$ cat src/rtl/mem_arbiter.sv
`default_nettype none
// ============================================================================
//  Module   : mem_arbiter
//  Purpose  : Two-port round-robin arbiter and wait-state sequencer for the
//             shared instruction/data memory (port 0 = CPU, port 1 = DMA).
//  Revision : 1.0  initial release
// ============================================================================
module mem_arbiter #(
    parameter int LAT = 1,
    parameter int AW  = 12,
    parameter int DW  = 16
) (
    input  logic          clk,
    input  logic          rst,
    input  logic          req0,
    input  logic          req1,
    input  logic          we0,
    input  logic          we1,
    input  logic [AW-1:0] addr0,
    input  logic [AW-1:0] addr1,
    input  logic [DW-1:0] wdata0,
    input  logic [DW-1:0] wdata1,
    output logic          ack0,
    output logic          ack1,
    output logic [DW-1:0] rdata0,
    output logic [DW-1:0] rdata1,
    output logic          busy,
    output logic [AW-1:0] memAddress,
    output logic [DW-1:0] memWriteData,
    output logic          MemRead,
    output logic          MemWrite,
    input  logic [DW-1:0] memReadData
);

    typedef enum logic [1:0] {
        S_IDLE   = 2'd0,
        S_ACCESS = 2'd1,
        S_DONE   = 2'd2
    } state_t;

    // Access counter preload; ACCESS lasts LAT cycles ending when it hits 0.
    localparam logic [3:0] C_CNT_INIT = 4'(LAT - 1);

    state_t          r_state;
    state_t          w_state_nxt;
    logic [3:0]      r_cnt;
    logic            r_last;
    logic            r_cur;
    logic            r_we;
    logic [AW-1:0]   r_addr;
    logic [DW-1:0]   r_wdata;
    logic [DW-1:0]   r_rdata0;
    logic [DW-1:0]   r_rdata1;
    logic            w_grant;
    logic            w_start;
    logic            w_last_beat;

    // Round-robin pick: a lone requester wins, a tie goes to the port that
    // was not granted last time.
    always_comb begin
        w_grant = 1'b0;
        if (req0 && req1) begin
            w_grant = ~r_last;
        end else if (req1) begin
            w_grant = 1'b1;
        end
    end

    assign w_start     = (r_state == S_IDLE) && (req0 || req1);
    assign w_last_beat = (r_state == S_ACCESS) && (r_cnt == 4'd0);

    // FSM state register.
    always_ff @(posedge clk or negedge rst) begin
        if (!rst) begin
            r_state <= S_IDLE;
        end else begin
            r_state <= w_state_nxt;
        end
    end

    // Next-state logic and outputs decoded purely from registered state, so
    // no request input ever reaches the memory bus combinationally.
    always_comb begin
        w_state_nxt  = r_state;
        busy         = 1'b0;
        ack0         = 1'b0;
        ack1         = 1'b0;
        memAddress   = '0;
        memWriteData = '0;
        MemRead      = 1'b0;
        MemWrite     = 1'b0;
        case (r_state)
            S_IDLE: begin
                if (req0 || req1) begin
                    w_state_nxt = S_ACCESS;
                end
            end
            S_ACCESS: begin
                busy         = 1'b1;
                memAddress   = r_addr;
                memWriteData = r_we ? r_wdata : '0;
                MemRead      = ~r_we;
                MemWrite     = r_we;
                if (r_cnt == 4'd0) begin
                    w_state_nxt = S_DONE;
                end
            end
            S_DONE: begin
                busy        = 1'b1;
                ack0        = ~r_cur;
                ack1        = r_cur;
                w_state_nxt = S_IDLE;
            end
            default: begin
                w_state_nxt = S_IDLE;
            end
        endcase
    end

    // Request capture, wait-state counter and round-robin history.
    always_ff @(posedge clk or negedge rst) begin
        if (!rst) begin
            r_cnt   <= 4'd0;
            r_last  <= 1'b1;
            r_cur   <= 1'b0;
            r_we    <= 1'b0;
            r_addr  <= '0;
            r_wdata <= '0;
        end else if (w_start) begin
            r_cnt   <= C_CNT_INIT;
            r_last  <= w_grant;
            r_cur   <= w_grant;
            r_we    <= w_grant ? we1    : we0;
            r_addr  <= w_grant ? addr1  : addr0;
            r_wdata <= w_grant ? wdata1 : wdata0;
        end else if ((r_state == S_ACCESS) && (r_cnt != 4'd0)) begin
            r_cnt <= r_cnt - 4'd1;
        end
    end

    // Read-data return registers; only a completing read of that port updates.
    always_ff @(posedge clk or negedge rst) begin
        if (!rst) begin
            r_rdata0 <= '0;
            r_rdata1 <= '0;
        end else if (w_last_beat && !r_we) begin
            if (r_cur) begin
                r_rdata1 <= memReadData;
            end else begin
                r_rdata0 <= memReadData;
            end
        end
    end

    assign rdata0 = r_rdata0;
    assign rdata1 = r_rdata1;

endmodule
`default_nettype wire

$ cat config.mk
export PLATFORM = sky130hd
export DESIGN_NAME = mem_arbiter
export DESIGN_NICKNAME = d
export VERILOG_FILES = /design/src/rtl/mem_arbiter.sv
export SDC_FILE = /design/constraint.sdc
export NUM_CORES = 1
export LEC_CHECK = 0
export ABC_AREA = 0
export CAP_MARGIN = 20
export CORE_MARGIN = 5
export CORE_UTILIZATION = 46
export CTS_CLUSTER_SIZE = 16
export DETAILED_ROUTE_END_ITERATION = 10
export HOLD_SLACK_MARGIN = 0.08
export PLACE_DENSITY = 0.89
export SYNTH_ARGS = -nofsm -noshare
export SYNTH_HDL_FRONTEND = slang
export SYNTH_SLANG_ARGS = --single-unit
$ cat constraint.sdc
create_clock -name clk -period 3.2 [get_ports clk]
set_input_delay 0.64 -clock clk [delete_from_list [all_inputs] [get_ports clk]]
set_output_delay 0.64 -clock clk [all_outputs]
set_load 0.01 [all_outputs]
# Word-level counts from Yosys, hierarchy flattened
# Cells that the tools add are included.
[word_totals] regBits=69 in_bits=78 output_inout_bits=65
[op_classes] add_sub_neg=1 n_eq_ne=4 mux=18 bitwise_logic=3 n_reduce_logical=15
[ops] cell="$mux W16" count=3
[ops] cell="$mux W12" count=2
[ops] cell="$mux W1" count=8
[ops] cell="$mux W4" count=2
[ops] cell="$reduce_and A2 Y1" count=3
[ops] cell="$logic_and A1 B1 Y1" count=5
[ops] cell="$logic_not A4 Y1" count=1
[ops] cell="$mux W2" count=2
[ops] cell="$pmux W2 S2" count=1
[ops] cell="$reduce_bool A4 Y1" count=1
[ops] cell="$sub A4 B1 Y4 const B" count=1
[ops] cell="$not A1 Y1" count=3
[ops] cell="$eq A2 B1 Y1 const B" count=1
[ops] cell="$eq A2 B2 Y1 const B" count=1
[ops] cell="$logic_not A2 Y1" count=1
[ops] cell="$ne A2 B1 Y1 const B" count=1
[ops] cell="$ne A2 B2 Y1 const B" count=1
[ops] cell="$reduce_bool A2 Y1" count=1
[ops] cell="$reduce_or A2 Y1" count=1
[ops] cell="$logic_not A1 Y1" count=1
[ops] cell="$logic_or A1 B1 Y1" count=1

# Depth between registers and ports, before layout
[logic_depth] word_depth=4 mapped_depth=8

# Worst setup path after synthesis
# No wires, ideal clock.
[synth_path] path_type="reg-to-reg" start="register r_state[1]" end="register r_rdata1[10], in the netlist rdata1[10]" setup_ns=0.125 arrival_ns=1.759 required_ns=3.075 slack_ns=1.316 path_stages_with_launch=9 synth_period_minus_slack_ns=1.884 cell_sequence="dfrtp_1 -> inv_1 -> ha_1 -> buf_2 -> nor2b_2 -> and3_1 -> buf_6 -> buf_12 -> mux2_4"
[synth_between] elab_chain_cells=4
[synth_lines] element="from (decl)" line_no="44" text="state_t r_state;"
[synth_lines] element="from (signal assigned)" line_no="77" text="r_state <= w_state_nxt;"
[synth_lines] element="$eq A2 B1 Y1" line_no="70" text="assign w_last_beat = (r_state == S_ACCESS) && (r_cnt == 4'd0);"
[synth_lines] element="$logic_and A1 B1 Y1" line_no="70"
[synth_lines] element="$logic_and A1 B1 Y1" line_no="146" text="end else if (w_last_beat && !r_we) begin"
[synth_lines] element="$reduce_and A2 Y1 (no line)"
[synth_lines] element="to (signal assigned)" line_no="148" text="r_rdata1 <= memReadData;"
[synth_lines] element="to (decl)" line_no="53" text="logic [DW-1:0] r_rdata1;"
# No other way between the ends.
# A chain may end at the register's enable or synchronous reset.

# Final worst setup path
[layout_path] start="register r_state[1]" end="output memWriteData[10]"
[layout_between] elab_chain_cells=2
[layout_lines] element="$eq A2 B1 Y1" line_no="92" text="case (r_state)"
[layout_lines] element="$mux W16" line_no="92"
[layout_lines] element="to (decl)" line_no="29" text="output logic [DW-1:0] memWriteData,"
# No other way between the ends.

==> flow_metrics.tcl <==
set metrics [dict create \
    start_kind "register" \
    fin_nets 505 \
    leakage_nw 2.25 \
    whs_ps 296 \
    clk_pin_slew_ps 80 \
    area_growth_pct 50.8 \
    yosys.area_share.simple_pct 12.5 \
    netlist_top_cells_area "dfrtp_1, mux2i_1, mux2_2" \
    numCtsBuffers 9 \
    dieWidth_um 94.4 \
    drtIter0Drc 43 \
    cts_sinks 69 \
    drive_above_1_share_pct 14.8 \
    dieHeight_um 94.4 \
    cp_max_fo 28 \
    initial_core_util_pct 47.7 \
    num_io_pins 143 \
    tightest_slew_ps 576 \
    place.gp.congestion 0.839 \
    min_period_ps 2830 \
    viasPerCell 4.99 \
    peakVddDrop_uv 364 \
    tns_ps 0 \
    htreeDepth 3 \
    max_stage_delay_ps 540 \
    postCtsSetupBuffers 0 \
    drc 0 \
    hold_buffers 0 \
    cts-root-buf "clkbuf_8" \
    timing.fmax_mhz 354 \
    synth_top_area_cell "dfrtp_1" \
    grt_setup_unrepaired "no" \
    cts.path.max_buffers 2 \
    synth_top_family_by_area "multiplexers" \
    crit_arrival_ps 2190 \
    routed_wl_um 8290 \
    synthAdderAreaFrac_pct 1.91 \
    yosysTopAreaCellShare_pct 51.9 \
    dieArea_sq_um 8910 \
    syn_area_per_cell_sq_um 11.7 \
    synth-seq-cells 69 \
    grt_first_pass_wirelength_um 13100 \
    rows 30 \
    synth_mux_area_share_pct 21.3 \
    grt_max_degree 59 \
    crit_slowest_cell "clkdlybuf4s50_1" \
    crit_chain "inv_1 -> ha_1 -> buf_4 -> and3_1 -> clkdlybuf4s50_1" \
    ys_seq_area_share_pct 52.7 \
    drtAntennaViolNets 0 \
    hp-class "input pin to async pin" \
    hpwl_um 6500 \
    vias 2608 \
    finalCritPeriodShare_pct 88.3 \
    coreArea_sq_um 6870 \
    relSlewSlack_pct 61.6 \
    end_kind "primary output" \
    power_density_nw_per_um2 870 \
    maxSlewViolCount 0 \
    n_antenna_cell 0 \
    reg2reg_depth 6 \
    cts_resized 0 \
    grt_pass1_vias 2738 \
    path_class "register to primary output" \
    layout_commonest_cell "clkdlybuf4s50_1" \
    synth_nets 364 \
    final_cell_mix "clkdlybuf4s50_1, dfrtp_1, nand2_1" \
    synth-compound-area-share_pct 7.56 \
    antenna_found_initial 0 \
    clkLatencyLatePin_ps 330 \
    cts_tree "yes" \
    synth_xor_area_share_pct 0 \
    post_drt_wl_per_cell_um 15.8 \
    firstDrtPassIters 4 \
    required_ps 2560 \
    yosysWarnings 0 \
    io_buffers 142 \
    netlist_instances 281 \
    setup_viol 0 \
    synth_cell_type_count 33 \
    mappedNetlistArea_sq_um 3280 \
    cap_violations 0 \
    finalClockSkew_ps 12.7 \
    status "finished, final reports clean" \
    gr-total-overflow 0 \
    hold_viol_final 0 \
    grt.total_usage_pct 18.8 \
]
-- final cells by class --
cell class / count / area [sq um]
Multi-Input combinational cell: 187 / 1430
Clock buffer: 9 / 124
Sequential cell: 69 / 1730
Timing Repair Buffer: 148 / 1460
Inverter: 7 / 26.3
Fill cell: 485 / 1930
Tap cell: 96 / 120
Clock inverter: 7 / 51.3
-- cell families after synthesis --
kind of cell,count (synthesis)
mux,62
compound gates,45
buf+inv,25
flops,69
fa+ha+maj,5
simple gates,75
-- synthesized netlist by cell type (all sizes together) --
master,instances
a211o,1
a21bo,1
a21oi,6
a311oi,1
a31oi,1
and2,14
and3,17
buf,7
clkbuf,11
dfrtp,68
dfstp,1
ha,5
inv,7
mux2,32
mux2i,30
nand2,32
nand3,1
nand3b,1
nor2,4
nor2b,2
nor3,1
nor3b,1
nor4b,1
o211ai,1
o21ai,32
o22ai,1
o41ai,1
or3b,1
-- worst max-delay path, delay by kind of cell, from the launching register on --
| kind | cells | cell delay [ps] |
|---|---|---|
| buf+inv | 3 | 940 |
| flops | 1 | 400 |
| fa+ha+maj | 1 | 300 |
| simple gates | 1 | 210 |
-- final timing paths --
kind	start	to	slack [ps]
max	r_state[1]	memWriteData[10]	370
min	rst	r_wdata[0]	300
max reg2reg	r_cnt[0]	rdata1[15]	1080
min reg2reg	r_addr[8]	r_addr[8]	480
max in group asynchronous	rst	r_addr[3]	2170
min in group clk	r_addr[8]	r_addr[8]	480
-- through the flow --
stage / setup slack, ps / std cells / area [sq um] / utilization, % / power [mW]
3_5_place_dp: 721 / 507 / 4770 / 69.4 / 3.72
6_report: 373 / 523 / 4940 / 71.9 / 4.30
4_1_cts: 360 / 523 / 4940 / 71.9 / 4.36
5_1_grt: 218 / 523 / 4940 / 71.9 / 4.59
3_3_place_gp: 806 / 507 / 4770 / 69.4 / 3.62
2_1_floorplan: 1320 / 281 / 3280 / - / 2.70
-- where the power goes --
group / total [mW] / switching [mW] / internal [mW]
logic: 2.09 / 0.910 / 1.18
registers: 1.58 / 0.270 / 1.31
clock network: 0.627 / 0.342 / 0.285
total: 4.30 / 1.52 / 2.77
-- per-layer routing --
metal	vias to the layer above	track usage, %	share of wire (%)
met5	-	0	0
met4	0	6.98	1.7
met3	12	5.34	7.2
met2	101	33.7	53
met1	1239	21.2	38
li1	1256	-	-
-- state kept, by name, summed over array words and instances (netlist names) --
signal and cells:
rdata1 16, r_state 2, r_we 1, r_wdata 16, rdata0 16, r_cur 1
r_addr 12, r_cnt 4, r_last 1
Power figures use the tool's default switching activity.
